## config.mk

```make
export PLATFORM = sky130hd
export DESIGN_NAME = repairmb_sequencer
export DESIGN_NICKNAME = d
export VERILOG_FILES = /design/src/rtl/repairmb_sequencer.sv
export SDC_FILE = /design/constraint.sdc
export NUM_CORES = 1
export LEC_CHECK = 0
export ABC_AREA = 0
export CORE_MARGIN = 3
export CORE_UTILIZATION = 25
export DETAILED_ROUTE_END_ITERATION = 8
export PLACE_DENSITY = 0.43
export SYNTH_ARGS = -nofsm -noshare
export SYNTH_HDL_FRONTEND = slang
export SYNTH_SLANG_ARGS = --single-unit
```

## constraint.sdc

```tcl
create_clock -name CLK -period 3.7 [get_ports CLK]
set_input_delay 0.555 -clock CLK [delete_from_list [all_inputs] [get_ports CLK]]
set_output_delay 0.555 -clock CLK [all_outputs]
set_load 0.01 [all_outputs]
```

## src/rtl/repairmb_sequencer.sv

```systemverilog
// MBINIT REPAIRMB sequencer: start handshake, lane test, lane setup, degrade and end handshakes.
// Optional retry of the lane test on an all-failed local map is enabled with REPAIRMB_RETRY_EN.
module repairmb_sequencer #(
  parameter int unsigned TIMEOUT_CYCLES = 8000,
  parameter int unsigned CNT_W          = 13,
  parameter int unsigned MAX_RETRY      = 2
) (
  input  logic       CLK,
  input  logic       rst_n,
  input  logic       i_start_repairmb,
  output logic       o_sb_msg_valid,
  output logic [1:0] o_sb_msg_id,
  output logic [1:0] o_sb_msg_data,
  input  logic       i_sb_msg_ready,
  input  logic       i_sb_rsp_valid,
  input  logic [1:0] i_sb_rsp_id,
  input  logic [1:0] i_sb_rsp_data,
  output logic       o_test_start,
  input  logic       i_test_done,
  output logic       o_start_setup,
  input  logic       i_done_setup,
  input  logic [1:0] i_Functional_Lanes,
  output logic [1:0] o_final_lanes,
  output logic       o_repairmb_done,
  output logic       o_repairmb_error
);

  localparam logic [1:0] MSG_START   = 2'd1;
  localparam logic [1:0] MSG_DEGRADE = 2'd2;
  localparam logic [1:0] MSG_END     = 2'd3;

  typedef enum logic [3:0] {
    IDLE, SEND_START, WAIT_START_RSP, TEST, WAIT_TEST, SETUP, WAIT_SETUP, CHECK,
    SEND_DEGRADE, WAIT_DEGRADE_RSP, MERGE, SEND_END, WAIT_END_RSP, DONE, ERROR
  } state_t;

  state_t           state, next_state;
  logic [CNT_W-1:0] timer;
  logic [1:0]       local_map, remote_map, merged, phase_id;
  logic             is_wait, timed_out, sb_accept, rsp_match, retry_ok, start_acc;

  if ((2 ** CNT_W) <= TIMEOUT_CYCLES) begin : g_bad_cnt_w
    $error("CNT_W too narrow for TIMEOUT_CYCLES");
  end
  if (MAX_RETRY > 255) begin : g_bad_max_retry
    $error("MAX_RETRY exceeds the 8-bit retry counter");
  end

  // Message id belongs to the whole send/wait phase so responses can be matched in either state
  always_comb begin
    phase_id = 2'd0;
    case (state)
      SEND_START,   WAIT_START_RSP:   phase_id = MSG_START;
      SEND_DEGRADE, WAIT_DEGRADE_RSP: phase_id = MSG_DEGRADE;
      SEND_END,     WAIT_END_RSP:     phase_id = MSG_END;
      default:                        phase_id = 2'd0;
    endcase
  end

  assign o_sb_msg_valid = state inside {SEND_START, SEND_DEGRADE, SEND_END};
  assign o_sb_msg_id    = o_sb_msg_valid ? phase_id : 2'd0;
  assign o_sb_msg_data  = (state == SEND_DEGRADE) ? local_map : 2'd0;
  assign sb_accept      = o_sb_msg_valid && i_sb_msg_ready;
  assign rsp_match      = i_sb_rsp_valid && (i_sb_rsp_id == phase_id);
  assign is_wait        = state inside {WAIT_START_RSP, WAIT_TEST, WAIT_SETUP,
                                        WAIT_DEGRADE_RSP, WAIT_END_RSP};
  assign timed_out      = is_wait && (timer == CNT_W'(TIMEOUT_CYCLES - 1));
  assign merged         = local_map & remote_map;
  assign start_acc      = (state == IDLE) && i_start_repairmb;

`ifdef REPAIRMB_RETRY_EN
  logic [7:0] retry_cnt;

  assign retry_ok = (retry_cnt < 8'(MAX_RETRY));

  always_ff @(posedge CLK or negedge rst_n) begin
    if (!rst_n) begin
      retry_cnt <= 8'd0;
    end else if (start_acc) begin
      retry_cnt <= 8'd0;
    end else if ((state == CHECK) && (local_map == 2'b00) && retry_ok) begin
      retry_cnt <= retry_cnt + 8'd1;
    end
  end
`else
  assign retry_ok = 1'b0;
`endif

  always_ff @(posedge CLK or negedge rst_n) begin
    if (!rst_n) state <= IDLE;
    else        state <= next_state;
  end

  always_comb begin
    next_state = state;
    case (state)
      IDLE:             if (i_start_repairmb) next_state = SEND_START;
      SEND_START:       if (sb_accept) next_state = rsp_match ? TEST : WAIT_START_RSP;
      WAIT_START_RSP:   if (rsp_match) next_state = TEST;
                        else if (timed_out) next_state = ERROR;
      TEST:             next_state = WAIT_TEST;
      WAIT_TEST:        if (i_test_done) next_state = SETUP;
                        else if (timed_out) next_state = ERROR;
      SETUP:            next_state = WAIT_SETUP;
      WAIT_SETUP:       if (i_done_setup) next_state = CHECK;
                        else if (timed_out) next_state = ERROR;
      CHECK:            if (local_map == 2'b00) next_state = retry_ok ? TEST : ERROR;
                        else next_state = SEND_DEGRADE;
      SEND_DEGRADE:     if (sb_accept) next_state = rsp_match ? MERGE : WAIT_DEGRADE_RSP;
      WAIT_DEGRADE_RSP: if (rsp_match) next_state = MERGE;
                        else if (timed_out) next_state = ERROR;
      MERGE:            next_state = (merged == 2'b00) ? ERROR : SEND_END;
      SEND_END:         if (sb_accept) next_state = rsp_match ? DONE : WAIT_END_RSP;
      WAIT_END_RSP:     if (rsp_match) next_state = DONE;
                        else if (timed_out) next_state = ERROR;
      DONE, ERROR:      next_state = IDLE;
      default:          next_state = IDLE;
    endcase
  end

  always_ff @(posedge CLK or negedge rst_n) begin
    if (!rst_n) begin
      timer            <= '0;
      local_map        <= 2'b00;
      remote_map       <= 2'b00;
      o_test_start     <= 1'b0;
      o_start_setup    <= 1'b0;
      o_final_lanes    <= 2'b11;
      o_repairmb_done  <= 1'b0;
      o_repairmb_error <= 1'b0;
    end else begin
      o_test_start  <= (state == TEST);
      o_start_setup <= (state == SETUP);
      if (next_state != state) timer <= '0;
      else if (is_wait)        timer <= timer + 1'b1;
      // Maps are captured on the transition so a same-cycle response is not lost
      if (next_state == CHECK) local_map  <= i_Functional_Lanes;
      if (next_state == MERGE) remote_map <= i_sb_rsp_data;
      if (start_acc) begin
        o_repairmb_done  <= 1'b0;
        o_repairmb_error <= 1'b0;
        o_final_lanes    <= 2'b11;
      end
      if (state == MERGE)      o_final_lanes    <= merged;
      if (next_state == DONE)  o_repairmb_done  <= 1'b1;
      if (next_state == ERROR) o_repairmb_error <= 1'b1;
    end
  end

endmodule

```

==> flow_metrics.py, run 1 <==
metrics = {
    "run_status": {
        "status": "complete, no violations",
    },
    "cts": {
        "h-tree-depth": 1,
        "insertion_delay_of_the_later_clocked_pin_in_the_worst_skew_pair_ns": 0.28,
        "buffer_count_from_post_cts_setup_fixing": 0,
        "numCtsBuffers": 3,
        "clk_pin_slew_ns": 0.10,
        "root_buffer": "sky130_fd_sc_hd__clkbuf_8",
        "cts.hold.buffers_added": 0,
        "cts_tree": "yes",
        "resized_gates_after_cts": 0,
        "clock-sinks": 27,
        "max-clock-path-buffers": 2,
    },
    "run": {
        "timing.max_cap.violations": 0,
    },
    "power_and_ir_drop": {
        "power.density_cell_area_nw_per_um2": 710,
        "p_leak_nw": 0.895,
        "worst_ir_drop_vdd_mv": 0.344,
        "finalPower_mw": 1.68,
    },
    "worst_hold_path": {
        "min-delay-path-class": "reg -> reg",
    },
    "global_routing": {
        "via_count_of_the_first_global_routing_pass": 1703,
        "grt_antenna_before_repair": 0,
        "grtUsageTotal": 0.124,
        "grt_first_pass_wirelength_mm": 8.88,
        "grt_start_max_net_pins": 28,
        "grt_overflow_total": 0,
    },
    "drt": {
        "route.detailed.wl_per_inst_microns": 15.2,
        "ant_nets": 0,
        "wl_mm": 5.28,
        "drtIter0Drc": 110,
        "top_signal_layer_used": "met4",
        "detailroute.wirelength.met2_mm": 2.46,
        "via_per_inst": 5.05,
        "drt_pass1_iterations": 5,
        "drc": 0,
        "met3_wirelength_microns": 191,
        "detailroute.via_count": 1759,
        "route.layer.met1.wl_mm": 2.58,
    },
    "worst_setup_path": {
        "crit_path_start_kind": "register",
        "critical_path.max_stage_delay_ns": 0.77,
        "crit_type": "reg -> reg",
        "worst_path_max_delay_cell": "sky130_fd_sc_hd__dfrtp_1",
        "crit_fanout": 22,
        "path_cells": "nor2b_1, o31a_1, nand2_1, o311ai_1, a21oi_1, a211o_1, nor3b_1",
        "critPathCaptureType": "register",
        "crit_required_ns": 3.90,
        "arrival_ns": 3.20,
    },
    "sta": {
        "max_clock_freq_ghz": 0.333,
        "timing.setup.tns_ns": 0,
        "finalCriticalPeriod_ns": 3.00,
        "tightest_slew_ns": 0.719,
        "clock_skew_ns": 0.00289,
        "worst_slew_margin_rel": 0.514,
        "setup_viol": 0,
        "finalMaxSlewViolations": 0,
        "final-hold-violation-count": 0,
        "rsz0062_at_grt": "false",
        "post-route-period-util": 0.812,
    },
    "final_layout": {
        "number_of_nets_in_the_final_layout": 264,
        "post-route-util": 0.316,
        "diodes": 0,
        "layout-drive-gt1-share": 0.129,
        "layout-area-overhead-vs-synth_pct": 18.9,
        "filler_cell_count": 807,
        "layout_common_cells": "sky130_fd_sc_hd__nand2_1, sky130_fd_sc_hd__dfrtp_1, sky130_fd_sc_hd__clkdlybuf4s50_1, sky130_fd_sc_hd__nor2_1",
    },
    "placement": {
        "place.gp.congestion": 0.800,
        "io_port_bufs": 23,
        "place_hpwl_mm": 3.91,
    },
    "logic_synthesis": {
        "mappedNetlistArea_sq_um": 1990,
        "synthCells": 228,
        "synthDistinctLibCells": 57,
        "synth-main-ff-cell": "sky130_fd_sc_hd__dfrtp_1",
        "asyncSetResetFlopFracSynth": 1.00,
        "synth.yosys.seq_area_share": 0.341,
        "synth_edf_count": 0,
        "postSynthRegisterBits": 27,
        "synth_warnings": 0,
        "syn_nets": 242,
        "per_instance_average_area_after_synthesis_sq_um": 8.71,
    },
    "floorplan": {
        "ios": 24,
        "die_area_sq_um": 9050,
        "core.rowCount": 31,
        "die_w_microns": 95.2,
        "initial_util": 0.265,
        "core_area_sq_um": 7490,
        "dieHeight_microns": 95.2,
    },
}
## critical path, delay by kind of cell (launching register included)
| kind | cells | cell delay (ns) |
|---|---|---|
| DFF | 1 | 0.77 |
| and+or+nand+nor | 3 | 0.90 |
| AOI/OAI and AO/OA | 4 | 1.23 |
## synth_stat cells, types with 3 or more instances
cell type                  number  area [sq um]
sky130_fd_sc_hd__o21ai_0        9          45.0
sky130_fd_sc_hd__nand2b_1       4          25.0
sky130_fd_sc_hd__nand4_1        6          37.5
sky130_fd_sc_hd__a21oi_1       12          60.1
sky130_fd_sc_hd__xnor2_1       12           105
sky130_fd_sc_hd__or2_2          3          18.8
sky130_fd_sc_hd__and3_1         3          18.8
sky130_fd_sc_hd__nand2_1       25          93.8
sky130_fd_sc_hd__nand4b_1       4          35.0
sky130_fd_sc_hd__nor3_2         9          90.1
sky130_fd_sc_hd__nor3_1         6          30.0
sky130_fd_sc_hd__dfrtp_1       25           626
sky130_fd_sc_hd__xor2_1         4          35.0
sky130_fd_sc_hd__nor3b_1        3          22.5
sky130_fd_sc_hd__nor2b_1        5          31.3
sky130_fd_sc_hd__o21a_1         4          30.0
sky130_fd_sc_hd__and2_1         6          37.5
sky130_fd_sc_hd__inv_1          6          22.5
sky130_fd_sc_hd__nor2_1        16          60.1
sky130_fd_sc_hd__nand3_1        7          35.0
sky130_fd_sc_hd__mux2_2         5          56.3
sky130_fd_sc_hd__buf_2          7          35.0
sky130_fd_sc_hd__a31oi_1        3          18.8
## report_power, final
group | internal (mW) | switching [mW] | total [mW]
logic | 0.403 | 0.593 | 0.996
clock network | 0.0768 | 0.105 | 0.182
registers | 0.370 | 0.130 | 0.500
## logic make-up after synthesis
group	after synthesis	synth area share
AOI/OAI and AO/OA	52	0.182
and+or+nand+nor	108	0.319
adders and majority gates	1	0.00630
DFF	27	0.341
buffers and inverters	18	0.0479
xor gates and xnor gates	16	0.0705
muxes	6	0.0334
## final timing paths
check                                             start                            to  slack, ns  cells past startpoint
max                                  state[1]$_DFF_PN0_          timer[2]$_DFFE_PN0P_       0.70                      7
min                        o_repairmb_error$_DFFE_PN0P_  o_repairmb_error$_DFFE_PN0P_       0.48                      2
max reg2reg                          state[1]$_DFF_PN0_          timer[2]$_DFFE_PN0P_       0.70                      7
min reg2reg                o_repairmb_error$_DFFE_PN0P_  o_repairmb_error$_DFFE_PN0P_       0.48                      2
max in group asynchronous                         rst_n  o_final_lanes[0]$_DFFE_PN1P_       2.76                      2
min in group asynchronous                         rst_n         timer[10]$_DFFE_PN0P_       0.63                      2
## final cells by class
| type | instances | area, sq um | share of cell area |
|---|---|---|---|
| clock buffers | 3 | 41.3 | 0.0175 |
| repair buffers | 29 | 275 | 0.117 |
| multi-input cells | 183 | 1210 | 0.514 |
| flip-flops and latches | 27 | 678 | 0.287 |
| clock inverters | 1 | 7.51 | 0.00318 |
| well taps | 99 | 124 | 0.0524 |
| inverters | 6 | 22.5 | 0.00953 |
## sequential cells by signal, indices dropped and copies added, names as in the netlist
name and cells:
state 4, o_repairmb_done 1, o_start_setup 1, local_map 2, o_repairmb_error 1, remote_map 2, timer 13, o_test_start 1
o_final_lanes 2
## per-stage QoR
stage,instance area [sq um],hold WS [ns],cells,setup WS (ns)
final,2360,0.484,348,0.696
after global routing,2360,0.542,348,0.488
after CTS,2360,0.496,348,0.725
after detailed placement,2310,0.467,344,0.779
after global placement,2310,0.463,344,0.759
after floorplan,1990,0.259,228,1.49
## metal layers
layer | vias to the layer above | global-route usage
met5 | - | 0
met4 | 0 | 0.0361
met3 | 4 | 0.0174
met2 | 41 | 0.191
met1 | 842 | 0.179
li1 | 872 | -
(Power assumes the default switching activity.)
==> run 2, diff against run 1 <==
- clock period: 3.7 -> 2.98 ns (I/O delays scaled with it)
==> run 2 against run 1 <==
Cell count grew 1.4%. First-iteration DRC count is 11% lower. Global-route usage up 0.083 points. Maximum frequency increased by 12%. Sequential power grew 19%. Register-to-register slack worse by 0.40 ns. Worst setup slack worse by 0.40 ns.
==> flow_metrics.py, run 2 (synthesized netlist as in run 1, its figures left out) <==
metrics = {
    "worst_setup_path": {
        "arrival_ns": 2.85,
        "worst_r2r_endpoint": "remote_map[1]$_DFFE_PN0N_",
        "path_cells": "nor4bb_1, a211oi_2, xnor2_1, a211oi_1, or2_1, nand4b_1, mux2_2",
        "path_delay_family": "simple AND/OR/NAND/NOR gates",
        "crit_type": "reg -> reg",
        "timing.critical_path.depth": 7,
        "worst_path_max_delay_cell": "sky130_fd_sc_hd__dfrtp_1",
        "critPathBufInv": 0,
        "crit_path_start_kind": "register",
        "critPathCaptureType": "register",
        "depth_of_the_most_critical_reg_to_reg_path": 7,
        "crit_required_ns": 3.15,
        "critical_path.max_stage_delay_ns": 0.67,
        "crit_fanout": 16,
        "ff2ff_setup_slack_ns": 0.29,
        "crit_path_end": "remote_map[1]$_DFFE_PN0N_",
        "first_element_of_the_critical_path": "state[3]$_DFF_PN0_",
        "worst_r2r_startpoint": "state[3]$_DFF_PN0_",
    },
    "cts": {
        "cts_tree": "yes",
        "root_buffer": "sky130_fd_sc_hd__clkbuf_8",
        "max-clock-path-buffers": 2,
        "resized_gates_after_cts": 0,
        "numCtsBuffers": 3,
        "clk_pin_slew_ns": 0.10,
        "insertion_delay_of_the_later_clocked_pin_in_the_worst_skew_pair_ns": 0.28,
        "cts.hold.buffers_added": 0,
        "clock-sinks": 27,
        "h-tree-depth": 1,
        "buffer_count_from_post_cts_setup_fixing": 0,
    },
    "power_and_ir_drop": {
        "power.density_cell_area_nw_per_um2": 904,
        "worst_ir_drop_vdd_mv": 0.267,
        "p_leak_nw": 0.926,
    },
    "drt": {
        "via_per_inst": 5.05,
        "drtIter0Drc": 98,
        "route.detailed.wl_per_inst_microns": 14.9,
        "drc": 0,
        "drt_pass1_iterations": 4,
        "detailroute.via_count": 1783,
        "ant_nets": 0,
        "wl_mm": 5.26,
    },
    "sta": {
        "clock_skew_ns": 0.00936,
        "finalMaxSlewViolations": 0,
        "rsz0062_at_grt": "false",
        "fin_worst_hold_slack_ns": 0.491,
        "post-route-period-util": 0.902,
        "max_clock_freq_ghz": 0.372,
        "tightest_slew_ns": 0.505,
        "worst_slew_margin_rel": 0.663,
        "timing.setup.tns_ns": 0,
        "finalCriticalPeriod_ns": 2.69,
        "setup_viol": 0,
        "final-hold-violation-count": 0,
    },
    "floorplan": {
        "core_area_sq_um": 7490,
        "die_w_microns": 95.2,
        "ios": 24,
        "core.rowCount": 31,
        "dieHeight_microns": 95.2,
        "initial_util": 0.265,
        "die_area_sq_um": 9050,
    },
    "placement": {
        "placed_cell_count": 349,
        "io_port_bufs": 23,
        "place.gp.congestion": 0.827,
        "place_hpwl_mm": 3.87,
    },
    "global_routing": {
        "grt_first_pass_wirelength_mm": 8.77,
        "via_count_of_the_first_global_routing_pass": 1773,
        "grt_antenna_before_repair": 0,
        "grt_start_max_net_pins": 28,
        "grtUsageTotal": 0.125,
        "grt_overflow_total": 0,
    },
    "final_layout": {
        "filler_cell_count": 787,
        "number_of_nets_in_the_final_layout": 269,
        "final_cells": 353,
        "multi_input_area_sq_um": 1210,
        "largest_regs": "timer x13, state x4",
        "layout-area-overhead-vs-synth_pct": 21.4,
        "layout-drive-gt1-share": 0.146,
        "top_reg_by_flops": "timer",
        "max_ffs_per_register": 13,
        "seqCellArea_sq_um": 678,
        "diodes": 0,
        "layout_common_cells": "sky130_fd_sc_hd__nand2_1, sky130_fd_sc_hd__dfrtp_1, sky130_fd_sc_hd__clkdlybuf4s50_1, sky130_fd_sc_hd__nor2_1",
    },
    "worst_hold_path": {
        "min-delay-path-class": "reg -> reg",
        "min-delay-start": "o_repairmb_error$_DFFE_PN0P_",
    },
    "run_status": {
        "status": "complete, no violations",
    },
    "run": {
        "timing.max_cap.violations": 0,
    },
}
## run 2: cell types whose count changed in the layout (fill, tap and decap cells not counted)
| cell | before | now |
|---|---|---|
| sky130_fd_sc_hd__buf_12 | 0 | 1 |
| sky130_fd_sc_hd__buf_4 | 6 | 10 |
## run 2: report_power, final
part           switching (mW)  internal [mW]
clock network           0.124         0.0951
registers               0.134          0.459
logic                   0.775          0.592
total                    1.03           1.15
## run 2: area by class of cell
class | instances | share of cell area
multi-input combinational | 183 | 0.503
sequential | 27 | 0.281
timing repair buffer | 34 | 0.135
tap | 99 | 0.0513
clock buffer | 3 | 0.0171
inverter | 6 | 0.00934
clock inverter | 1 | 0.00311
## run 2: worst register-to-register path: stages, from the launching register on
cell                       delay, ns
sky130_fd_sc_hd__dfrtp_1        0.67
sky130_fd_sc_hd__nor4bb_1       0.51
sky130_fd_sc_hd__a211oi_2       0.11
sky130_fd_sc_hd__xnor2_1        0.17
sky130_fd_sc_hd__a211oi_1       0.38
sky130_fd_sc_hd__or2_1          0.22
sky130_fd_sc_hd__nand4b_1       0.17
sky130_fd_sc_hd__mux2_2         0.34
## run 2: metal layers
metal | GRT usage | vias to the layer above | wire length (microns)
met3 | 0.0221 | 9 | 290
met1 | 0.180 | 843 | 2540
met2 | 0.187 | 47 | 2330
met5 | 0 | - | 0
li1 | - | 884 | -
met4 | 0.0409 | 0 | 96
## run 2: metrics by stage
step / util / total power, mW / area [sq um] / setup slack (ns)
2_1_floorplan: - / 1.51 / 1990 / 0.771
3_3_place_gp: 0.316 / 1.99 / 2360 / 0.237
3_5_place_dp: 0.316 / 1.96 / 2360 / 0.297
4_1_cts: 0.322 / 2.20 / 2410 / 0.255
5_1_grt: 0.322 / 2.36 / 2410 / 0.0765
6_report: 0.322 / 2.18 / 2410 / 0.292
## run 2: worst min path at each step
stage	to	cells past startpoint	slack, ns
global placement	o_repairmb_error$_DFFE_PN0P_	2	0.47
floorplan	local_map[0]$_DFFE_PN0N_	0	0.15
CTS	o_repairmb_error$_DFFE_PN0P_	2	0.49
detailed placement	o_repairmb_error$_DFFE_PN0P_	2	0.46
global route	o_repairmb_error$_DFFE_PN0P_	2	0.50
finish	o_repairmb_error$_DFFE_PN0P_	2	0.49
==> run 3, diff against run 2 <==
--- a/constraint.sdc
+++ b/constraint.sdc
@@ -3,2 +3,2 @@
 set_output_delay 0.447 -clock CLK [all_outputs]
-set_load 0.01 [all_outputs]
+set_load 0.005 [all_outputs]
==> results of run 3 <==
The final DEF is identical to that of run 2. Status: complete, no violations.
Main changes from that run: total power 2.18 mW -> 2.16 mW; worst IR drop on VDD 0.267 mV -> 0.266 mV
